$ cat src/rtl/output_register.sv
// Output register (OUTR) with FGO flag and 8N1 serial transmitter, LSB first.
// A frame is 10*CLKS_PER_BIT cycles; loads seen while FGO=0 are ignored.
module output_register #(
  parameter int CLKS_PER_BIT = 868
) (
  input  logic       clk,
  input  logic       rst_n,
  input  logic [7:0] output_data,
  input  logic       output_load,
  output logic [7:0] outr,
  output logic       fgo,
  output logic       tx,
  output logic       tx_busy
);

  localparam int CNT_W = (CLKS_PER_BIT > 1) ? $clog2(CLKS_PER_BIT) : 1;
  localparam logic [CNT_W-1:0] CNT_LAST = CNT_W'(CLKS_PER_BIT - 1);

  typedef enum logic [1:0] {IDLE, START, DATA, STOP} state_t;

  state_t           r_state, w_state;
  logic [CNT_W-1:0] r_cnt, w_cnt;
  logic [2:0]       r_bit, w_bit;
  logic [7:0]       r_outr, w_outr;
  logic             r_tx, w_tx;
  logic             r_fgo, w_fgo;
  logic             r_busy, w_busy;
  logic             w_bit_end;

  always_ff @(posedge clk or negedge rst_n) begin
    if (!rst_n) begin
      r_state <= IDLE;
      r_cnt   <= '0;
      r_bit   <= '0;
      r_outr  <= 8'h00;
      r_tx    <= 1'b1;
      r_fgo   <= 1'b1;
      r_busy  <= 1'b0;
    end else begin
      r_state <= w_state;
      r_cnt   <= w_cnt;
      r_bit   <= w_bit;
      r_outr  <= w_outr;
      r_tx    <= w_tx;
      r_fgo   <= w_fgo;
      r_busy  <= w_busy;
    end
  end

  assign w_bit_end = (r_cnt == CNT_LAST);

  always_comb begin
    w_state = r_state;
    w_cnt   = r_cnt;
    w_bit   = r_bit;
    w_outr  = r_outr;
    w_tx    = r_tx;
    w_fgo   = r_fgo;
    w_busy  = r_busy;
    case (r_state)
      IDLE: begin
        if (output_load) begin
          w_outr  = output_data;
          w_fgo   = 1'b0;
          w_busy  = 1'b1;
          w_tx    = 1'b0;
          w_cnt   = '0;
          w_state = START;
        end
      end
      START: begin
        if (w_bit_end) begin
          w_cnt   = '0;
          w_bit   = 3'd0;
          w_tx    = r_outr[0];
          w_state = DATA;
        end else begin
          w_cnt = r_cnt + CNT_W'(1);
        end
      end
      DATA: begin
        if (w_bit_end) begin
          w_cnt = '0;
          if (r_bit == 3'd7) begin
            w_tx    = 1'b1;
            w_state = STOP;
          end else begin
            w_bit = r_bit + 3'd1;
            w_tx  = r_outr[w_bit];
          end
        end else begin
          w_cnt = r_cnt + CNT_W'(1);
        end
      end
      STOP: begin
        // fgo rises on the last stop-bit edge, so the next accept is one cycle later
        if (w_bit_end) begin
          w_cnt   = '0;
          w_fgo   = 1'b1;
          w_busy  = 1'b0;
          w_state = IDLE;
        end else begin
          w_cnt = r_cnt + CNT_W'(1);
        end
      end
      default: w_state = IDLE;
    endcase
  end

  assign outr    = r_outr;
  assign fgo     = r_fgo;
  assign tx      = r_tx;
  assign tx_busy = r_busy;

endmodule

$ cat config.mk
export PLATFORM = sky130hd
export DESIGN_NAME = output_register
export DESIGN_NICKNAME = d
export VERILOG_FILES = /design/src/rtl/output_register.sv
export SDC_FILE = /design/constraint.sdc
export NUM_CORES = 1
export LEC_CHECK = 0
export ABC_AREA = 1
export ABC_CLOCK_PERIOD_IN_PS = 3150
export CELL_PAD_IN_SITES_DETAIL_PLACEMENT = 2
export CELL_PAD_IN_SITES_GLOBAL_PLACEMENT = 2
export CORE_UTILIZATION = 34
export CTS_CLUSTER_DIAMETER = 200
export CTS_CLUSTER_SIZE = 12
export DETAILED_ROUTE_END_ITERATION = 8
export HOLD_SLACK_MARGIN = 0.05
export PLACE_DENSITY_LB_ADDON = 0.1
export SYNTH_ARGS = -nofsm -noshare
export SYNTH_HDL_FRONTEND = slang
export SYNTH_SLANG_ARGS = --single-unit
$ cat constraint.sdc
create_clock -name clk -period 3.15 [get_ports clk]
set_input_delay 0.63 -clock clk [delete_from_list [all_inputs] [get_ports clk]]
set_output_delay 0.63 -clock clk [all_outputs]
set_load 0.01 [all_outputs]
==> results.py <==
metrics = {
    "timing": {
        "worst_pin_slew_ns": 0.344,
        "drv_slew": 0,
        "finalCritPeriodShare": 0.631,
        "hold_viol": 0,
        "skew_ns": 0.00536,
        "setup_viol_count_final": 0,
        "timing.fmax_ghz": 0.503,
        "totalNegativeSetupSlack_ns": 0,
        "fin_crit_ns": 1.99,
        "rsz0062_at_grt": "no",
        "maxSlewHeadroom": 0.768,
    },
    "worst_setup_path": {
        "slowest_delay_ns": 0.54,
        "worstPathRequired_ns": 2.52,
        "critical_path.slowest_cell": "dfstp_2",
        "endpoint_kind": "output port",
        "ff2ff_setup_slack_ns": 1.35,
        "crit_chain": "clkdlybuf4s50_1",
        "crit_type": "register to output port",
        "start_kind": "register",
        "crit_buf_inv": 1,
        "arrival_ns": 1.36,
        "cp_max_fo": 2,
        "critPathTopFamily": "flip-flops",
    },
    "routing": {
        "wl_um": 3760,
        "vias_per_cell": 5.03,
        "drcViolationCount": 0,
        "wl_per_cell_um": 15.7,
        "vias": 1202,
        "dr.pass1.iters": 4,
        "drt_iter0_drc": 41,
        "drtAntennaViolNets": 0,
    },
    "yosys": {
        "synth_top_area_frac": 0.423,
        "ys_seq_area_frac": 0.460,
        "synth_area_mm2": 0.00142,
        "synthCells": 164,
        "syn_nets": 183,
        "synth_top_cells_by_count": "nand2_1, dfrtp_1, inv_1",
        "synth-edff-count": 0,
        "yosys-top-cells-area": "dfrtp_1, nand2_1, ha_1",
        "ys_ff_latch": 26,
        "synth_warnings": 0,
        "synthArstFlopShare": 1.00,
        "yosys.cell_count.top_type": "nand2_1",
        "synth_top_area_cell": "dfrtp_1",
        "ys_types": 28,
        "syn_area_per_cell_um2": 8.65,
        "synth_ff_type": "dfrtp_1",
    },
    "cts": {
        "cts.sinks": 26,
        "post_cts_resized": 0,
        "clock_latency_ns": 0.28,
        "cts.htree.levels": 1,
        "cts_hold_buf": 0,
        "cts_made_buffers": 3,
        "cts_tree": "built",
        "cts_setup_buffers": 0,
        "clock_path_buffers": 2,
        "path_clk_slew_ns": 0.09,
        "cts_root_buf": "clkbuf_8",
    },
    "die": {
        "start_util": 0.355,
        "ios": 22,
        "core_mm2": 0.00400,
        "die_area_mm2": 0.00444,
        "die_w_um": 66.6,
        "die_height_um": 66.6,
        "row_count": 23,
    },
    "global_route": {
        "grt_pass1_vias": 1334,
        "grt-ovfl-total": 0,
        "antenna_found_initial": 0,
        "grt_util_all_layers": 0.195,
        "grt_pass1_wl_um": 6420,
        "grt_max_degree": 27,
    },
    "finish": {
        "finalNetCount": 209,
        "syn_to_final_growth_pct": 22.7,
        "n_antenna_cell": 0,
        "layout.cells.non_filler": 239,
        "drive_above_1_share": 0.132,
        "nFillCells": 455,
    },
    "place": {
        "placedCellCount": 235,
        "hpwl_um": 3010,
        "place.gp.congestion": 0.746,
        "port_buffers": 21,
    },
    "power": {
        "p_per_area_mw_per_mm2": 869,
        "p_leak_nw": 0.760,
        "ir_drop_mv": 0.274,
    },
    "hold_path": {
        "min_path_type": "register to register",
    },
    "job": {
        "max_cap_violations": 0,
    },
    "run_status": {
        "status": "finished clean",
    },
}
==> power by group <==
part,switching [mW],internal [mW],total [mW]
Sequential,0.107,0.447,0.554
Clock,0.107,0.0907,0.198
Combinational,0.420,0.340,0.760
Total,0.634,0.878,1.51
==> flip-flops by register name, summed over array words and instances, names as in the netlist <==
| name | count |
|---|---|
| r_state | 2 |
| tx | 1 |
| fgo | 1 |
| r_cnt | 10 |
| tx_busy | 1 |
| r_bit | 3 |
| outr | 8 |
==> area by class of cell <==
class / instances / area [um^2] / area share
Tap cell: 50 / 62.6 / 0.0359
Timing Repair Buffer: 22 / 218 / 0.125
Multi-Input combinational cell: 119 / 693 / 0.398
Sequential cell: 26 / 653 / 0.375
Clock buffer: 4 / 45.0 / 0.0259
Inverter: 18 / 68.8 / 0.0395
==> layer usage <==
layer | vias up | track usage | part of all wire
li1 | 585 | - | -
met1 | 600 | 0.235 | 0.44
met2 | 12 | 0.356 | 0.53
met3 | 5 | 0.0257 | 0.018
met4 | 0 | 0.0559 | 0.011
met5 | - | 0 | 0
==> per-stage QoR <==
stage	power (mW)	hold slack, ns	utilization	cell area [um^2]	setup slack (ns)
global route	1.64	0.502	0.435	1740	1.13
global placement	1.28	0.454	0.424	1700	1.24
CTS	1.55	0.486	0.435	1740	1.16
detailed placement	1.34	0.473	0.424	1700	1.17
floorplan	1.02	0.334	-	1420	1.70
finish	1.51	0.481	0.435	1740	1.16
==> cell families (layout without fill, tap and decap cells) <==
| family | after synthesis | count (layout) | synth area share |
|---|---|---|---|
| AND/OR/NAND/NOR | 78 | 78 | 0.250 |
| buffers and inverters | 19 | 44 | 0.0511 |
| flip-flops | 26 | 26 | 0.460 |
| multiplexers | 8 | 8 | 0.0635 |
| XOR/XNOR | 2 | 2 | 0.0123 |
| adder cells (fa/ha/maj) | 8 | 8 | 0.0705 |
| AO/OA/AOI/OAI | 23 | 23 | 0.0926 |
==> layout by cell type, fill, tap and decap left out, drive strengths merged, types with 2 or more instances in the layout <==
cell,count
nand2,47
nand3,14
nor3,2
ha,8
dfstp,2
clkdlybuf4s50,21
clkbuf,4
mux2,8
nand3b,2
inv,17
o22ai,3
o21ai,18
dfrtp,24
nor2,12
==> final timing paths <==
kind | start | end | cells past startpoint
setup / recovery | tx$_DFFE_PN1P_ | tx | 1
hold / removal | fgo$_DFFE_PN1P_ | fgo$_DFFE_PN1P_ | 2
setup reg to reg | r_state[0]$_DFFE_PN0P_ | r_state[0]$_DFFE_PN0P_ | 9
hold reg to reg | fgo$_DFFE_PN1P_ | fgo$_DFFE_PN1P_ | 2
max in group asynchronous | rst_n | fgo$_DFFE_PN1P_ | 2
min in group asynchronous | rst_n | outr[3]$_DFFE_PN0P_ | 2
(Power assumes the default switching activity.)
